--- src/rtl/riscv_dmem_arbiter.sv ---
// riscv_dmem_arbiter: two-master IDLE/ACCESS sequencer for the single-port data memory
// define RISCV_ARB_FIXED_PRIO_EN for fixed master-0 priority instead of round-robin
module riscv_dmem_arbiter #(
    parameter int XLEN = 32
) (
    input  logic              i_clk,
    input  logic              i_rst,
    input  logic              i_arb_m0_req,
    input  logic              i_arb_m0_wen,
    input  logic [XLEN-1:0]   i_arb_m0_addr,
    input  logic [XLEN-1:0]   i_arb_m0_wr_data,
    input  logic [XLEN/8-1:0] i_arb_m0_byte_sel,
    output logic              o_arb_m0_gnt,
    output logic              o_arb_m0_rd_valid,
    output logic [XLEN-1:0]   o_arb_m0_rd_data,
    input  logic              i_arb_m1_req,
    input  logic              i_arb_m1_wen,
    input  logic [XLEN-1:0]   i_arb_m1_addr,
    input  logic [XLEN-1:0]   i_arb_m1_wr_data,
    input  logic [XLEN/8-1:0] i_arb_m1_byte_sel,
    output logic              o_arb_m1_gnt,
    output logic              o_arb_m1_rd_valid,
    output logic [XLEN-1:0]   o_arb_m1_rd_data,
    output logic [XLEN-1:0]   o_arb_dmem_addr,
    output logic              o_arb_dmem_wen,
    output logic [XLEN-1:0]   o_arb_dmem_wr_data,
    output logic [XLEN/8-1:0] o_arb_dmem_byte_sel,
    input  logic [XLEN-1:0]   i_arb_dmem_rd_data
);
    typedef enum logic {IDLE, ACCESS} state_t;
    state_t            state;
    logic              win;
    logic              win_q;
    logic              wen_q;
    logic [XLEN-1:0]   addr_q;
    logic [XLEN-1:0]   wr_data_q;
    logic [XLEN/8-1:0] byte_sel_q;
    logic              acc;
`ifdef RISCV_ARB_FIXED_PRIO_EN
    assign win = ~i_arb_m0_req;
`else
    logic last_gnt;
    assign win = (i_arb_m0_req & i_arb_m1_req) ? ~last_gnt : i_arb_m1_req;
`endif
    assign acc                 = (state == ACCESS);
    assign o_arb_m0_gnt        = acc & ~win_q;
    assign o_arb_m1_gnt        = acc & win_q;
    assign o_arb_dmem_addr     = acc ? addr_q : '0;
    assign o_arb_dmem_wr_data  = acc ? wr_data_q : '0;
    assign o_arb_dmem_byte_sel = acc ? byte_sel_q : '0;
    // a reset landing on the ACCESS cycle must not let the write reach memory
    assign o_arb_dmem_wen      = acc & wen_q & ~i_rst;
    always_ff @(posedge i_clk) begin
        if (i_rst) begin
            state             <= IDLE;
            win_q             <= 1'b0;
            wen_q             <= 1'b0;
            addr_q            <= '0;
            wr_data_q         <= '0;
            byte_sel_q        <= '0;
            o_arb_m0_rd_valid <= 1'b0;
            o_arb_m1_rd_valid <= 1'b0;
            o_arb_m0_rd_data  <= '0;
            o_arb_m1_rd_data  <= '0;
`ifndef RISCV_ARB_FIXED_PRIO_EN
            last_gnt          <= 1'b1;
`endif
        end else begin
            o_arb_m0_rd_valid <= 1'b0;
            o_arb_m1_rd_valid <= 1'b0;
            if (state == IDLE) begin
                if (i_arb_m0_req | i_arb_m1_req) begin
                    state      <= ACCESS;
                    win_q      <= win;
                    wen_q      <= win ? i_arb_m1_wen : i_arb_m0_wen;
                    addr_q     <= win ? i_arb_m1_addr : i_arb_m0_addr;
                    wr_data_q  <= win ? i_arb_m1_wr_data : i_arb_m0_wr_data;
                    byte_sel_q <= win ? i_arb_m1_byte_sel : i_arb_m0_byte_sel;
`ifndef RISCV_ARB_FIXED_PRIO_EN
                    last_gnt   <= win;
`endif
                end
            end else begin
                state <= IDLE;
                if (!wen_q) begin
                    if (win_q) begin
                        o_arb_m1_rd_data  <= i_arb_dmem_rd_data;
                        o_arb_m1_rd_valid <= 1'b1;
                    end else begin
                        o_arb_m0_rd_data  <= i_arb_dmem_rd_data;
                        o_arb_m0_rd_valid <= 1'b1;
                    end
                end
            end
        end
    end
endmodule

--- config.mk ---
export PLATFORM = sky130hd
export DESIGN_NAME = riscv_dmem_arbiter
export DESIGN_NICKNAME = d
export VERILOG_FILES = /design/src/rtl/riscv_dmem_arbiter.sv
export SDC_FILE = /design/constraint.sdc
export NUM_CORES = 1
export LEC_CHECK = 0
export ABC_CLOCK_PERIOD_IN_PS = 2000
export CAP_MARGIN = 20
export CORE_MARGIN = 2
export CORE_UTILIZATION = 43
export CTS_CLUSTER_SIZE = 28
export DETAILED_ROUTE_END_ITERATION = 7
export PLACE_DENSITY = 0.95
export SYNTH_ARGS = -nofsm -noshare
export SYNTH_HDL_FRONTEND = slang
export SYNTH_SLANG_ARGS = --single-unit
--- constraint.sdc ---
create_clock -name i_clk -period 2 [get_ports i_clk]
set_input_delay 0.4 -clock i_clk [delete_from_list [all_inputs] [get_ports i_clk]]
set_output_delay 0.4 -clock i_clk [all_outputs]
set_load 0.01 [all_outputs]
==> results.sh, run 1 <==
export IMPL_htreeDepth=4
export IMPL_routed_wl_mm=19.8
export IMPL_fin_tns_setup_ns=0
export IMPL_wl_met2_mm=10.1
export IMPL_cts_setup_buffers=0
export IMPL_vias_per_cell=5.26
export IMPL_avgRoutedWirePerCell_um=16.1
export IMPL_drv_slew=0
export IMPL_reg2reg_from="acc"
export IMPL_cts_num_sinks=138
export IMPL_grt_overflow=0
export IMPL_synth_cell_type_count=25
export IMPL_fmax_mhz=526
export IMPL_met1_length_mm=7.12
export IMPL_dr_pass1_iters=5
export IMPL_crit_chain="and2_1 -> clkdlybuf4s50_1"
export IMPL_cts_root_buffer="clkbuf_16"
export IMPL_max_stage_delay_ns=0.57
export IMPL_gp_congestion=0.855
export IMPL_antenna_found_initial=1
export IMPL_ir_drop_uv=505
export IMPL_num_rows=42
export IMPL_leakage_uw=0.00399
export IMPL_die_h_um=121
export IMPL_min_period_ns=1.90
export IMPL_grt_max_degree=139
export IMPL_r2r_slack_ns=0.39
export IMPL_synth_cells=763
export IMPL_synth_fp_nets=937
export IMPL_top_layer="met5"
export IMPL_drive_gt1_share_pct=6.00
export IMPL_hpwl_mm=13.8
export IMPL_ys_ff_latch=138
export IMPL_worst_setup_path_start_kind="flip-flop"
export IMPL_worstSetupPathType="reg2out"
export IMPL_io_buffers=310
export IMPL_postCtsHoldBufs=0
export IMPL_required_ns=1.60
export IMPL_syn_area_um2=5890
export IMPL_synthToLayoutAreaGrowth_pct=64.7
export IMPL_rsz0062_at_grt="false"
export IMPL_place_ws_ns=0.00819
export IMPL_maxSlewHeadroom_pct=57.0
export IMPL_whs_path_depth=2
export IMPL_pwr_share_comb_pct=17.7
export IMPL_antenna_left=0
export IMPL_grt_pass1_wl_mm=30.7
export IMPL_die_area_um2=14700
export IMPL_timing_final_crit_share_pct=95.1
export IMPL_p_switching_uw=1960
export IMPL_skew_ns=0.00977
export IMPL_outcome="complete, no violations"
export IMPL_p_int_uw=5900
export IMPL_grt_util_all_layers_pct=26.6
export IMPL_p_sw_share_pct=24.9
export IMPL_cts_tree="done"
export IMPL_hold_viol=0
export IMPL_layout_setup_ws_ns=0.0978
export IMPL_powerDensity_nw_per_um2=810
export IMPL_r2r_end="o_arb_m0_rd_data[29]"
export IMPL_syn_area_per_cell_um2=7.72
export IMPL_wl_met3_mm=1.85
export IMPL_p_clk_share_pct=43.5
export IMPL_ys_seq_area_share_pct=46.9
export IMPL_cap_violations=0
export IMPL_yosysWarnings=0
export IMPL_vias=6443
export IMPL_drt_iter0_drc=569
export IMPL_cts_buffer_depth=2
export IMPL_diodes=0
export IMPL_final_nets=1212
export IMPL_p_seq_share_pct=38.8
export IMPL_start_util_pct=44.3
export IMPL_ios=311
export IMPL_critPathCaptureType="output pin"
export IMPL_numCtsBuffers=17
export IMPL_core_um2=13300
export IMPL_insertion_delay_ns=0.41
export IMPL_route_detailed_drc=0
export IMPL_arrival_ns=1.50
export IMPL_slowest_stage="clkdlybuf4s50_1"
export IMPL_cts_resized=70
export IMPL_finalSetupViolCount=0
export IMPL_clk_pin_slew_ns=0.06
export IMPL_holdPathEnd="o_arb_m0_rd_data[14]"
export IMPL_worst_pin_slew_ns=0.644
export IMPL_hp_class="reg2reg"
export IMPL_die_x_um=121
export IMPL_reg2reg_depth=5
export IMPL_grt_pass1_vias=6105
export IMPL_holdCritStartpoint="o_arb_m0_rd_data[14]"
export IMPL_cp_max_fo=4
-- cells by family after synthesis --
logic type | share of synthesized area (%)
flops | 46.9
simple gates | 25.6
compound gates | 21.9
buf+inv | 5.56
-- synthesized netlist by cell type --
library cell,n,area share [%]
o21ba_1,1,0.17
o21bai_1,1,0.13
buf_2,37,3.1
nor3b_2,1,0.21
a21boi_2,1,0.19
dfxtp_1,138,47
a21bo_2,1,0.17
a2bb2oi_1,1,0.15
or3b_1,1,0.15
and2_1,69,7.3
nand2_1,198,13
buf_1,1,0.064
clkbuf_1,27,1.7
a211oi_2,10,2.1
and3b_1,1,0.15
nor2b_1,1,0.11
nand2b_1,1,0.11
buf_6,2,0.38
buf_4,2,0.25
a21oi_1,133,11
nor3b_1,1,0.13
a211o_1,1,0.15
nand3b_1,1,0.13
a211oi_1,59,7.5
nor2_1,74,4.7
-- cell type report --
cell class | count | area, um^2
fill | 934 | 3600
timing repair buffer | 325 | 3240
multi-input combinational | 556 | 2830
sequential | 138 | 2770
clock buffer | 17 | 425
clock inverter | 14 | 223
tap | 176 | 220
-- cell usage in the layout, fill, tap and decap left out --
master,instances
nand2b_1,1
clkinvlp_4,2
clkbuf_16,17
dfxtp_1,137
nor3b_1,1
or3b_1,1
clkdlybuf4s50_1,240
nand2_1,198
nor3b_4,1
a21bo_2,1
a211oi_2,10
a21boi_4,1
dlygate4sd2_1,69
bufinv_16,5
nor2_1,74
inv_6,1
a2bb2oi_1,1
o21ba_2,1
clkinv_4,5
o21bai_4,1
dfxtp_4,1
a211o_1,1
clkinv_2,1
buf_12,9
buf_4,7
nor2b_1,1
and3b_1,1
a21oi_1,133
nand3b_1,1
and2_1,69
a211oi_1,59
-- per-layer routing --
layer	track usage (%)	up-vias
li1	-	3085
met1	29.3	2974
met2	45.8	325
met3	9.07	57
met4	12.6	2
met5	0	-
-- worst max-delay path, delay by kind of cell, from the launching register on --
kind / cells / cell delay (ns)
buffers and inverters: 1 / 0.57
flip-flops: 1 / 0.38
AND/OR/NAND/NOR: 1 / 0.15
-- per-stage QoR --
| step | power [uW] | instance area [um^2] | std cells | utilization (%) | hold WS [ns] |
|---|---|---|---|---|---|
| 3_5_place_dp | 4530 | 9140 | 1195 | 68.7 | 0.446 |
| 6_report | 7850 | 9700 | 1226 | 73.0 | 0.452 |
| 2_1_floorplan | 3760 | 5890 | 763 | - | 0.474 |
| 3_3_place_gp | 4490 | 9140 | 1195 | 68.7 | 0.441 |
| 5_1_grt | 8180 | 9700 | 1226 | 73.0 | 0.471 |
| 4_1_cts | 7900 | 9700 | 1226 | 73.0 | 0.454 |
-- how the worst max path moves through the flow --
stage | startpoint | endpoint | cells after the start
CTS | acc | o_arb_dmem_wr_data[31] | 2
finish | acc | o_arb_dmem_wr_data[31] | 2
global placement | i_arb_m1_req | wr_data_q[21] | 5
detailed placement | i_arb_m1_req | addr_q[3] | 5
floorplan | acc | o_arb_dmem_wen | 5
global route | acc | o_arb_dmem_wr_data[31] | 2
-- power by group through the flow --
stage,clock [uW],sequential [uW],combinational (uW)
finish,3410,3050,1390
global route,3590,3070,1510
detailed placement,0,3110,1430
global placement,0,3090,1400
floorplan,0,3100,655
CTS,3460,3050,1390
-- sequential cells by signal, summed over array words and instances, names as in the netlist --
name / cells
o_arb_m1_rd_data: 32
wen_q: 1
acc: 1
addr_q: 32
o_arb_m0_rd_valid: 1
o_arb_m1_rd_valid: 1
byte_sel_q: 4
o_arb_m0_rd_data: 32
win_q: 1
wr_data_q: 32
last_gnt: 1
Power figures use the tool's default switching activity.
==> run 2: changes to the inputs <==
CTS_CLUSTER_SIZE = not set   (was 28)
==> results of run 2 <==
The final DEF is identical to that of run 1; final timing and power are the same.
